`src/rtl/ctrl_pkg.sv`:
```
// Shared opcode map, control-bundle layout and select encodings for the
// 5-bit-opcode CPU control path.
package ctrl_pkg;
  localparam logic [4:0] OP_LLB  = 5'b01100;
  localparam logic [4:0] OP_LD   = 5'b01101;
  localparam logic [4:0] OP_ST   = 5'b01110;
  localparam logic [4:0] OP_PUSH = 5'b01111;
  localparam logic [4:0] OP_POP  = 5'b10000;
  localparam logic [4:0] OP_B    = 5'b10001;
  localparam logic [4:0] OP_BEQ  = 5'b10010;
  localparam logic [4:0] OP_JMP  = 5'b10011;
  localparam logic [4:0] OP_FUN  = 5'b10100;
  localparam logic [4:0] OP_RET  = 5'b10101;
  localparam logic [4:0] OP_RETI = 5'b10110;
  localparam logic [4:0] OP_ILL0 = 5'b10111;

  localparam logic [1:0] ALU_A_REG = 2'b00, ALU_A_SP  = 2'b01, ALU_A_PC    = 2'b10;
  localparam logic [1:0] ALU_B_REG = 2'b00, ALU_B_IMM = 2'b01, ALU_B_CONST = 2'b10;
  localparam logic [1:0] WB_DATA_NONE = 2'b00, WB_DATA_MEM = 2'b10, WB_DATA_ALU = 2'b11;
  localparam logic [1:0] WB_REG_RX = 2'b00, WB_REG_LR = 2'b01, WB_REG_ILR = 2'b10;
  localparam logic [1:0] REG0_RX = 2'b01, REG0_LR = 2'b10, REG0_ILR = 2'b11;
  localparam logic [1:0] IMM_NONE = 2'b00, IMM_LLB = 2'b01, IMM_JMP = 2'b10, IMM_VEC = 2'b11;

  typedef struct packed {
    logic       w_en;
    logic       mem_rd;
    logic       mem_wr;
    logic       sp_we;
    logic       mem_in_sel;
    logic       reg1_sel;
    logic [1:0] alu_a_sel;
    logic [1:0] alu_b_sel;
    logic       b;
    logic       beq;
    logic       jmp;
    logic       ret;
    logic [1:0] wb_data_sel;
    logic [1:0] wb_reg_sel;
    logic [1:0] reg0_sel;
    logic [1:0] imm_sel;
    logic       illegal;
  } ctrl_t;

  localparam int CTRL_W = $bits(ctrl_t);

  typedef enum logic {RUN = 1'b0, ISR = 1'b1} seq_state_t;
endpackage

```
`src/rtl/ctrl_decode.sv`:
```
// Pure combinational opcode -> control bundle decode; int_op builds the
// INT pseudo-op bundle, which has no encoding in the opcode space.
module ctrl_decode import ctrl_pkg::*; #(
  parameter int OPW = 5
) (
  input  logic [OPW-1:0] opcode,
  input  logic           int_op,
  output ctrl_t          ctrl
);
  logic [4:0] op;
  logic       hi_bad, alu, push_pop;

  always_comb begin
    op       = opcode[4:0];
    hi_bad   = |(opcode >> 5);
    alu      = (op[4:3] == 2'b00) || (op[4:1] == 4'b0100);
    push_pop = (op == OP_PUSH) || (op == OP_POP);
    ctrl          = '0;
    ctrl.reg0_sel = REG0_RX;
    if (int_op) begin
      ctrl.w_en       = 1'b1;
      ctrl.alu_a_sel  = ALU_A_PC;
      ctrl.alu_b_sel  = ALU_B_CONST;
      ctrl.jmp        = 1'b1;
      ctrl.wb_reg_sel = WB_REG_ILR;
      ctrl.imm_sel    = IMM_VEC;
    end else if (hi_bad || op >= OP_ILL0) begin
      // Illegal leaves every enable clear; only the flag is raised.
      ctrl.illegal = 1'b1;
    end else begin
      ctrl.w_en       = alu || op inside {OP_LLB, OP_LD, OP_POP, OP_FUN};
      ctrl.mem_rd     = op inside {OP_LD, OP_POP};
      ctrl.mem_wr     = op inside {OP_ST, OP_PUSH};
      ctrl.sp_we      = push_pop;
      ctrl.mem_in_sel = (op == OP_PUSH);
      ctrl.reg1_sel   = ctrl.mem_rd || ctrl.mem_wr;
      if (push_pop)          ctrl.alu_a_sel = ALU_A_SP;
      else if (op == OP_FUN) ctrl.alu_a_sel = ALU_A_PC;
      if (op inside {5'b00001, 5'b00011, 5'b00100, 5'b00101, 5'b00110, OP_LLB, OP_LD, OP_ST})
        ctrl.alu_b_sel = ALU_B_IMM;
      else if (push_pop || op == OP_FUN)
        ctrl.alu_b_sel = ALU_B_CONST;
      ctrl.b   = (op == OP_B);
      ctrl.beq = (op == OP_BEQ);
      ctrl.jmp = op inside {OP_JMP, OP_FUN};
      ctrl.ret = op inside {OP_RET, OP_RETI};
      if (alu || op == OP_LLB)             ctrl.wb_data_sel = WB_DATA_ALU;
      else if (op inside {OP_LD, OP_POP})  ctrl.wb_data_sel = WB_DATA_MEM;
      if (op == OP_FUN) ctrl.wb_reg_sel = WB_REG_LR;
      if (op == OP_RET)       ctrl.reg0_sel = REG0_LR;
      else if (op == OP_RETI) ctrl.reg0_sel = REG0_ILR;
      if (op inside {OP_JMP, OP_FUN}) ctrl.imm_sel = IMM_JMP;
      else if (op == OP_LLB)          ctrl.imm_sel = IMM_LLB;
    end
  end
endmodule

```
`src/rtl/ctrl_pipe.sv`:
```
// ID/EX control register with stall/flush plus the interrupt-entry
// sequencer that injects INT and blocks nesting until RETI retires.
module ctrl_pipe import ctrl_pkg::*; #(
  parameter int                 OPW        = 5,
  parameter int                 NUM_IRQ    = 4,
  parameter int                 VEC_W      = 16,
  parameter logic [VEC_W-1:0]   VEC_BASE   = 16'h0010,
  parameter int                 VEC_STRIDE = 4
) (
  input  logic                   clk,
  input  logic                   rst_n,
  input  logic                   id_valid,
  input  logic [OPW-1:0]         id_opcode,
  input  logic                   stall,
  input  logic                   flush,
  input  logic [NUM_IRQ-1:0]     irq,
  input  logic [NUM_IRQ-1:0]     irq_mask,
  output logic                   id_ready,
  output logic                   ex_valid,
  output logic [CTRL_W-1:0]      ex_ctrl,
  output logic                   irq_take,
  output logic [((NUM_IRQ > 1) ? $clog2(NUM_IRQ) : 1)-1:0] irq_id,
  output logic [VEC_W-1:0]       irq_vec,
  output logic                   in_isr
);
  localparam int ID_W = (NUM_IRQ > 1) ? $clog2(NUM_IRQ) : 1;

  ctrl_t        dec_ctrl, int_ctrl, ex_q;
  seq_state_t   state;
  logic [NUM_IRQ-1:0] pending;
  logic [ID_W-1:0]    pend_id;
  logic         redirect_in_ex, reti_in_ex, inject;

  ctrl_decode #(.OPW(OPW)) u_dec (.opcode(id_opcode), .int_op(1'b0), .ctrl(dec_ctrl));
  ctrl_decode #(.OPW(OPW)) u_int (.opcode('0),        .int_op(1'b1), .ctrl(int_ctrl));

  always_comb begin
    pend_id = '0;
    for (int i = NUM_IRQ-1; i >= 0; i--)
      if (pending[i]) pend_id = ID_W'(i);
  end

  assign pending        = irq & irq_mask;
  // A redirect already in EX must reach the datapath before INT displaces it.
  assign redirect_in_ex = ex_valid && (ex_q.b || ex_q.beq || ex_q.jmp || ex_q.ret);
  assign reti_in_ex     = ex_valid && (ex_q.reg0_sel == REG0_ILR);
  assign inject         = (state == RUN) && (|pending) && !stall && !flush && !redirect_in_ex;
  assign irq_take       = inject;
  assign id_ready       = !stall && !flush && !inject;
  assign ex_ctrl        = ex_q;
  assign in_isr         = (state == ISR);

  always_ff @(posedge clk or negedge rst_n) begin
    if (!rst_n) begin
      ex_valid <= 1'b0;
      ex_q     <= '0;
      state    <= RUN;
      irq_id   <= '0;
      irq_vec  <= VEC_BASE;
    end else begin
      if (flush) begin
        ex_valid <= 1'b0;
        ex_q     <= '0;
      end else if (!stall) begin
        ex_valid <= inject ? 1'b1 : id_valid;
        ex_q     <= inject ? int_ctrl : dec_ctrl;
      end
      if (inject) begin
        state   <= ISR;
        irq_id  <= pend_id;
        irq_vec <= VEC_BASE + VEC_W'(int'(pend_id) * VEC_STRIDE);
      end else if (state == ISR && reti_in_ex && !stall && !flush) begin
        state <= RUN;
      end
    end
  end
endmodule

```
`config.mk`:
```
export PLATFORM = sky130hd
export DESIGN_NAME = ctrl_pipe
export DESIGN_NICKNAME = d
export VERILOG_FILES = /design/src/rtl/ctrl_pkg.sv /design/src/rtl/ctrl_decode.sv /design/src/rtl/ctrl_pipe.sv
export SDC_FILE = /design/constraint.sdc
export NUM_CORES = 1
export LEC_CHECK = 0
export CAP_MARGIN = 20
export CORE_ASPECT_RATIO = 1.1
export CORE_UTILIZATION = 44
export CTS_CLUSTER_DIAMETER = 60
export CTS_CLUSTER_SIZE = 28
export DETAILED_ROUTE_END_ITERATION = 12
export HOLD_SLACK_MARGIN = 0.08
export PLACE_DENSITY = 0.85
export SYNTH_ARGS = -nofsm -noshare
export SYNTH_HDL_FRONTEND = slang
export SYNTH_SLANG_ARGS = --single-unit
```
`constraint.sdc`:
```
create_clock -name clk -period 2.9 [get_ports clk]
set_input_delay 0.29 -clock clk [delete_from_list [all_inputs] [get_ports clk]]
set_output_delay 0.29 -clock clk [all_outputs]
set_load 0.05 [all_outputs]
```
Yosys cells after proc, flatten, opt, wreduce, memory -nomap -nowiden
Cells that the tools add are included.
{"block": "totals", "regBits": 43, "latchBits": 0, "mem_bits_rw": 0, "mem_bits_ro": 0, "inputBits": 18, "output_inout_bits": 45, "mem_count": 0}
{"block": "classes", "n_addsub": 1, "n_mul": 0, "div_mod_pow": 0, "order_cmp": 1, "eq_ne": 19, "shifts": 0, "muxes": 25, "n_bitwise": 2, "reduce_logical": 33}
{"cell": "$mux 23", "n": 3}
{"cell": "$eq 5x5->1 const B", "n": 7}
{"cell": "$mux 2", "n": 13}
{"cell": "$mux 22", "n": 1}
{"cell": "$eq 5x4->1 const B", "n": 4}
{"cell": "$eq 5x3->1 const B", "n": 3}
{"cell": "$logic_and 1x1->1", "n": 11}
{"cell": "$reduce_bool 2->1", "n": 5}
{"cell": "$logic_or 1x1->1", "n": 9}
{"cell": "$mux 1", "n": 8}
{"cell": "$reduce_bool 8->1", "n": 1}
{"cell": "$add 5x4->6 const A", "n": 1}
{"cell": "$eq 5x1->1 const B", "n": 1}
{"cell": "$eq 5x2->1 const B", "n": 1}
{"cell": "$ge 5x5->1 const B", "n": 1}
{"cell": "$and 4x4->4", "n": 1}
{"cell": "$eq 4x3->1 const B", "n": 1}
{"cell": "$logic_not 1->1", "n": 4}
{"cell": "$reduce_bool 4->1", "n": 1}
{"cell": "$reduce_or 4->1", "n": 1}
{"cell": "$eq 2x2->1 const B", "n": 1}
{"cell": "$logic_not 2->1", "n": 1}
{"cell": "$ne 2x1->1 const B", "n": 1}
{"cell": "$not 1->1", "n": 1}

Logic depth before layout (Yosys ltp)
Gate-level depths: netlist of the first run.
{"block": "depth", "depth_word": 9, "mapped_depth": 6}

By module
A second synthesis of the first run with hierarchy kept.
{"block": "hier_totals", "hier_cells": 278, "area_unflattened_um2": 2407.3}
{"mod": "ctrl_pipe", "instances": 1, "cells_per_inst": 168, "area_per_inst_um2": 1724.2, "seq_area_each_um2": 675.6}
{"mod": "ctrl_decode", "instances": 2, "cells_per_inst": 55, "area_per_inst_um2": 341.6, "seq_area_each_um2": 0.0}

Worst setup path before layout of the first run
No wires, ideal clock.
{"block": "synth_path", "kind": "flip-flop to flip-flop", "startpoint": "register ex_q, in the netlist ex_ctrl[11]", "endpoint": "register irq_id[0] (netlist name)", "setup_time_ns": 0.128, "t_arrival_ns": 2.011, "required_time_ns": 2.772, "setup_slack_ns": 0.761, "stages_incl_launch_ff": 6, "n_path_buf": 0, "synth_period_minus_slack_ns": 2.139, "path_cell_list": "dfrtp_1 o41a_1 nor3_2 o21ai_2 inv_2 mux2_1"}
{"block": "synth_via", "elab_chain_cells": 6}
{"element": "from (decl)", "line_no": "ctrl_pipe.sv:28", "rtl": "ctrl_t dec_ctrl, int_ctrl, ex_q;"}
{"element": "from (signal assigned)", "line_no": "ctrl_pipe.sv:66", "rtl": "ex_q <= inject ? int_ctrl : dec_ctrl;"}
{"element": "$logic_or 1x1->1 (3 in series)", "line_no": "ctrl_pipe.sv:45", "rtl": "assign redirect_in_ex = ex_valid && (ex_q.b || ex_q.beq || ex_q.jmp || ex_q.ret);"}
{"element": "$logic_and 1x1->1", "line_no": "ctrl_pipe.sv:45"}
{"element": "$logic_not 1->1", "line_no": "ctrl_pipe.sv:47", "rtl": "assign inject = (state == RUN) && (|pending) && !stall && !flush && !redirect_in_ex;"}
{"element": "$logic_and 1x1->1", "line_no": "ctrl_pipe.sv:47"}
{"element": "named net irq_take", "line_no": "ctrl_pipe.sv:21", "rtl": "output logic irq_take,"}
{"element": "to (signal assigned)", "line_no": "ctrl_pipe.sv:70", "rtl": "irq_id <= pend_id;"}
{"element": "to (decl)", "line_no": "ctrl_pipe.sv:22", "rtl": "output logic [((NUM_IRQ > 1) ? $clog2(NUM_IRQ) : 1)-1:0] irq_id,"}
The timed path passes the listed nets, and every way through them passes these cells.
A chain may end at the register's enable or synchronous reset.

Worst setup path in the final report of the first run
{"block": "layout_path", "startpoint": "register ex_q, in the netlist ex_ctrl[11]", "endpoint": "output irq_take"}
{"block": "layout_via", "elab_chain_cells": 6}
{"element": "$logic_or 1x1->1 (3 in series)", "line_no": "ctrl_pipe.sv:45"}
{"element": "$logic_and 1x1->1", "line_no": "ctrl_pipe.sv:45"}
{"element": "$logic_not 1->1", "line_no": "ctrl_pipe.sv:47"}
{"element": "$logic_and 1x1->1", "line_no": "ctrl_pipe.sv:47"}
{"element": "to (decl)", "line_no": "ctrl_pipe.sv:21"}
Every way passes these cells.

==> Flow_metrics.wiki, run 1 <==
{| class="wikitable"
! Metric !! Value
|-
| Clock network latency to the later pin of the worst-skew pair || 0.31 ns
|-
| Routability congestion estimate from global placement || 0.834
|-
| Post-route ant nets || 0
|-
| Setup TNS || 0 ns
|-
| Die Outline Area || 3240 um^2
|-
| Initial standard-cell utilization of the core || 0.473
|-
| Signal arrival time at the worst endpoint || 1.96 ns
|-
| Hold Fails Final Rpt || 0
|-
| Via count normalized by instance count || 5.50
|-
| Flops & latches, synth || 24
|-
| Tightest Pin Transition || 0.507 ns
|-
| Post-CTS clock slew at the launch and capture registers of the worst setup and hold paths || 0.12 ns
|-
| Synth Area per Inst || 9.90 um^2
|-
| Time the final worst path needs with I/O delays and setup || 2.25 ns
|-
| Highest routing layer actually used || met4
|-
| Number of violations of the max-capacitance limit || 0
|-
| Half-perimeter wire length after placement || 2390 um
|-
| Worst r2r path cells || 5
|-
| Overall routed net length || 3090 um
|-
| Clock sink total || 24
|-
| Count of inserted antenna diode cells || 0
|-
| Root Buffer || clkbuf_4
|-
| Layout area overhead || 32.7%
|-
| Setup Viol. Count Final || 0
|-
| Power per unit of standard cell area || 562 nW/um^2
|-
| TritonCTS clock tree || built
|-
| NumNets Final || 193
|-
| Drt drc || 0
|-
| Combined area of the multi-input logic cells || 579 um^2
|-
| Post-Syn Area || 1330 um^2
|-
| Flip-flop cell with the highest count after synthesis || dfrtp_1
|-
| Boundary Pins || 63
|-
| Kind of launch point of the worst setup path || register
|-
| Count of cell types in the netlist || 40
|-
| F_max || 444 MHz
|-
| P_leak || 0.000769 uW
|-
| Register area share after synthesis || 0.453
|-
| Headroom to the max-slew limit || 0.661
|-
| Number of standard cells after synthesis || 134
|-
| Share of flip-flops with an asynchronous set or reset after synthesis || 1.00
|-
| Number of buffers inserted by hold repair at cts || 0
|-
| Routed wire per std cell || 15.0 um
|-
| Clock Tree Buf Depth || 2
|-
| Share of Yosys cell area claimed by the top area cell type || 0.453
|-
| Final Max Tran Viols || 0
|-
| Most area-consuming cells after synthesis || dfrtp_1 45%, buf_4 11%, a22o_1 5.9%, a32o_1 4.5%, a21oi_1 3.4%
|-
| Share of cells above drive strength 1 || 0.0809
|-
| Routed wl met2 || 1640 um
|-
| Power after layout || 989 uW
|-
| Fill cell total of the finished layout || 241
|-
| Seq. cell area || 601 um^2
|-
| RSZ-0062 raised after global routing || no
|-
| X dimension of the die || 54.3 um
|-
| Core area || 2800 um^2
|-
| Number of enable flip-flop cells after synthesis || 0
|-
| Number of violations reported at the end of detailed-routing iteration 0 || 35
|-
| Vias post-DR || 1134
|-
| Number of warnings reported in the yosys synthesis log || 0
|-
| Global-route wire length before repair || 4910 um
|-
| Length of the first detailed-routing pass in iterations || 4
|-
| Min-Delay Path Class || primary input to asynchronous set/reset pin
|-
| Total number of H-tree levels || 1
|-
| Met3 Routed Length || 92 um
|-
| Worst setup path class || register to primary output
|-
| VDD IR max || 522 uV
|-
| Req. time, crit path || 2.61 ns
|-
| Post-CTS setup repair buffer count || 0
|-
| Final clock period utilization by the worst path || 0.777
|-
| Cell row count || 20
|-
| Core occupancy in the finished layout || 0.628
|-
| Number of buffers created by CTS || 3
|-
| Resized cells post-CTS || 0
|-
| Cell taking the most area after synthesis || dfrtp_1
|-
| Outcome || finished clean
|-
| Via count of the first global-routing pass || 1081
|-
| Count of buffers inserted at the top-level ports || 48
|-
| Routed met1 length || 1270 um
|-
| Worst Path Max Fanout || 9
|-
| Antenna violations before repair || 0
|-
| Worst clock skew on the final layout || 0.00201 ns
|-
| GRT overflow || 0
|-
| Global routing usage summed across all routing layers || 0.208
|-
| Die Height || 59.6 um
|-
| Worst Setup End Kind || primary output
|-
| Largest net degree at the start of global routing || 25
|}
layout by cell type (no fill, tap or decap), types with 3 or more instances in the layout:
cell,count
a21oi_1,9
a22o_1,9
a32o_1,6
buf_4,4
clkbuf_4,3
clkdlybuf4s50_1,46
conb_1,14
dfrtp_1,24
nand2_1,8
nor2_1,8
nor2b_1,4
o21ai_0,3
sequential cells by signal, indices dropped and copies added (netlist names):
register	cells
irq_id	2
ex_ctrl	20
ex_valid	1
in_isr	1
final timing paths:
kind	from	slack, ns	endpoint
worst max-delay path	ex_ctrl[11]	0.65	irq_take
worst min register to register	ex_ctrl[6]	0.50	ex_ctrl[6]
worst min-delay path	rst_n	0.29	ex_ctrl[1]
worst max register to register	ex_ctrl[11]	1.01	irq_id[0]
max in group asynchronous	rst_n	2.15	ex_ctrl[9]
min in group clk	ex_ctrl[6]	0.50	ex_ctrl[6]
stage by stage:
stage / hold WS [ns] / setup WS (ns) / cell area, um^2 / std cells
finish: 0.293 / 0.648 / 1760 / 206
floorplan: -0.00559 / 0.761 / 1370 / 146
global route: 0.316 / 0.525 / 1760 / 206
global placement: 0.485 / 0.805 / 1720 / 202
detailed placement: 0.474 / 0.719 / 1720 / 202
CTS: 0.506 / 0.643 / 1750 / 205
cell families after synthesis:
group | after synthesis | synth area share
other | 2 | 0.00566
and+or+nand+nor | 34 | 0.141
DFF | 24 | 0.453
AOI/OAI and AO/OA | 43 | 0.248
buffers and inverters | 30 | 0.144
muxes | 1 | 0.00849
layer usage:
metal,vias to the layer above,global-route usage
li1,536,-
met1,550,0.276
met2,38,0.334
met3,10,0.00769
met4,0,0.114
met5,-,0
report_power, final:
part | switching (uW) | internal, uW | total (uW)
Clock | 91.8 | 48.5 | 140
Sequential | 28.7 | 368 | 397
Combinational | 311 | 141 | 452
synthesized netlist by cell type, drive strengths merged, types with 3 or more instances:
library cell / instances
nor2: 8
a22o: 9
nand2: 8
buf: 24
dfrtp: 24
a32o: 6
nor2b: 4
inv: 3
clkbuf: 3
a21oi: 9
o21ai: 6
layout make-up:
class	instances	area share
repair buffers	51	0.287
well taps	33	0.0235
multi-input cells	92	0.329
clock buffers	3	0.0128
flip-flops and latches	24	0.341
inverters	3	0.00640
critical path, cell delays in order (launching register included):
cell and delay, ns:
dfrtp_1 0.41, o41a_1 0.46, nor3_2 0.27, o21ai_2 0.18
inv_2 0.12, buf_4 0.20
(Power assumes the default switching activity.)
==> inputs of run 2 (changes only) <==
--- a/config.mk
+++ b/config.mk
@@ -7,12 +7,12 @@
 export LEC_CHECK = 0
 export CAP_MARGIN = 20
 export CORE_ASPECT_RATIO = 1.1
-export CORE_UTILIZATION = 44
+export CORE_UTILIZATION = 37
 export CTS_CLUSTER_DIAMETER = 60
 export CTS_CLUSTER_SIZE = 28
 export DETAILED_ROUTE_END_ITERATION = 12
 export HOLD_SLACK_MARGIN = 0.08
-export PLACE_DENSITY = 0.85
+export PLACE_DENSITY = 0.77
 export SYNTH_ARGS = -nofsm -noshare
 export SYNTH_HDL_FRONTEND = slang
 export SYNTH_SLANG_ARGS = --single-unit
==> constraint.sdc (replaced) <==
create_clock -name clk -period 1.92 [get_ports clk]
set_input_delay 0.192 -clock clk [delete_from_list [all_inputs] [get_ports clk]]
set_output_delay 0.192 -clock clk [all_outputs]
set_load 0.05 [all_outputs]
==> Flow_metrics.wiki, run 2 (same netlist as run 1, synthesis figures left out) <==
{| class="wikitable"
! Metric !! Value
|-
| Outcome || complete, but fails checks
|-
| Violations in the final reports || negative setup slack
|-
| Top library cells by usage in the layout, fill and taps aside || 46 x clkdlybuf4s50_1, 21 x buf_4, 20 x dfrtp_1
|-
| Die Height || 64.8 um
|-
| Internal || 944 uW
|-
| Worst r2r path cells || 7
|-
| Worst-path cell chain || o41a_1 -> o31a_1 -> buf_6 -> buf_12
|-
| Most common cell after layout, fill and taps aside || clkdlybuf4s50_1
|-
| Length of the first detailed-routing pass in iterations || 4
|-
| Net switching fraction of the power || 0.419
|-
| Number of buffers created by CTS || 3
|-
| Signal arrival time at the worst endpoint || 1.75 ns
|-
| Number of buffers and inverters on the critical path || 2
|-
| Global routing usage summed across all routing layers || 0.183
|-
| TritonCTS clock tree || built
|-
| Count of inserted antenna diode cells || 0
|-
| Clock share of power || 0.164
|-
| Drt drc || 0
|-
| Routability congestion estimate from global placement || 0.801
|-
| Post-route ant nets || 0
|-
| Worst path max stage delay || 0.45 ns
|-
| Layout area overhead || 52.9%
|-
| Kind of launch point of the worst setup path || register
|-
| Post-CTS clock slew at the launch and capture registers of the worst setup and hold paths || 0.14 ns
|-
| Overall routed net length || 3470 um
|-
| Half-perimeter wire length after placement || 2540 um
|-
| Sequential power share || 0.371
|-
| Setup Viol. Count Final || 1
|-
| Slowest stage cell, crit path || o41a_1
|-
| Max reg flops || 20
|-
| Clock Tree Buf Depth || 2
|-
| Count of buffers inserted at the top-level ports || 48
|-
| RSZ-0062 raised after global routing || yes
|-
| Antenna violations before repair || 0
|-
| Tightest hold margin || 0.209 ns
|-
| Number of violations of the max-capacitance limit || 0
|-
| Number of violations reported at the end of detailed-routing iteration 0 || 54
|-
| Clock network latency to the later pin of the worst-skew pair || 0.32 ns
|-
| Root Buffer || clkbuf_4
|-
| Req. time, crit path || 1.73 ns
|-
| Cell class contributing the biggest share of worst-path delay || compound AO/OA/AOI/OAI gates
|-
| Initial standard-cell utilization of the core || 0.392
|-
| Final Max Tran Viols || 0
|-
| X dimension of the die || 59.1 um
|-
| NumNets Final || 217
|-
| F_max || 516 MHz
|-
| Final clock period utilization by the worst path || 1.01
|-
| Worst Setup End Kind || primary output
|-
| Die Outline Area || 3830 um^2
|-
| Largest net degree at the start of global routing || 25
|-
| Total number of cells along the worst setup path || 4
|-
| Worst Setup Slack post-DPL || 0.104 ns
|-
| Fraction of power consumed by combinational cells || 0.465
|-
| Via count of the first global-routing pass || 1199
|-
| Via count normalized by instance count || 5.15
|-
| Power per unit of standard cell area || 801 nW/um^2
|-
| Routed wire per std cell || 14.1 um
|-
| Global-route wire length before repair || 5390 um
|-
| Total number of H-tree levels || 1
|-
| Time the final worst path needs with I/O delays and setup || 1.94 ns
|-
| Tightest Pin Transition || 0.507 ns
|-
| Cell row count || 22
|-
| Worst path setup slack after routing || -0.0173 ns
|-
| Hold Fails Final Rpt || 0
|-
| Clock sink total || 24
|-
| Boundary Pins || 63
|-
| GRT overflow || 0
|-
| Core area || 3390 um^2
|-
| Share of cells above drive strength 1 || 0.227
|-
| Sw Pwr || 680 uW
|-
| VDD IR max || 302 uV
|-
| Min-Delay Path Class || primary input to asynchronous set/reset pin
|-
| Worst clock skew on the final layout || 0.0124 ns
|-
| P_leak || 0.000899 uW
|-
| Headroom to the max-slew limit || 0.661
|-
| Vias post-DR || 1268
|-
| Worst Path Max Fanout || 3
|-
| Worst setup path class || register to primary output
|}
-- run 2: cell types whose count changed in the layout (fill, tap and decap cells not counted), moves of 2 or more --
cell	before	now
dfrtp_2	0	4
buf_6	0	6
buf_4	4	21
buf_12	0	2
dfrtp_1	24	20
-- run 2: path summary, 6_finish.rpt --
path / to / startpoint / slack (ns)
worst min-delay path: in_isr / rst_n / 0.21
worst max register to register: irq_id[0] / ex_ctrl[11] / 0.05
min in group clk: ex_valid / id_valid / 0.49
worst min register to register: ex_ctrl[6] / ex_ctrl[6] / 0.50
max in group asynchronous: ex_ctrl[10] / rst_n / 1.45
worst max-delay path: id_ready / ex_ctrl[11] / -0.02
-- run 2: final cells by class --
cell class | instances | area [um^2]
fill | 291 | 1360
timing repair buffer | 75 | 726
sequential | 24 | 606
multi-input combinational | 92 | 587
tap | 48 | 60.1
clock buffer | 4 | 36.3
inverter | 3 | 13.8
-- run 2: worst register-to-register path, stage by stage (launching register included) --
cell and delay, ns:
dfrtp_2 0.43, o41a_1 0.45, nor3_2 0.20, o21ai_2 0.12, inv_4 0.08, buf_4 0.10
buf_4 0.12, mux2_4 0.29
-- run 2: power by group through the flow --
stage | clock [uW] | combinational [uW] | sequential [uW]
after floorplan | 0 | 332 | 782
final | 267 | 755 | 602
after CTS | 271 | 738 | 601
after global placement | 0 | 705 | 606
after global routing | 295 | 791 | 608
after detailed placement | 0 | 714 | 612
-- run 2: per-layer routing --
metal  global-route usage  wire length, um  share of wire
met5                    0                0              0
met1                0.215             1410           0.41
met4               0.0417               16         0.0046
met2                0.338             1830           0.53
met3               0.0339              217          0.063
-- run 2: timing repair --
item	CTS	global route
setup buffers	11	3
gates resized for setup	1	6
hold endpoints to repair	0	0
cloned	0	0
hold buffers	0	0
pin swaps	3	1
setup endpoints to repair	2	3
-- run 2: per-stage QoR --
stage               instances  cell area, um^2   util  TNS (ns)  power, uW
finish                    246             2030  0.599   -0.0173       1620
global route              246             2030  0.599    -0.170       1690
CTS                       243             1980  0.586   -0.0274       1610
detailed placement        228             1860  0.550         0       1330
global placement          228             1860  0.550         0       1310
floorplan                 146             1380      -   -0.0137       1110
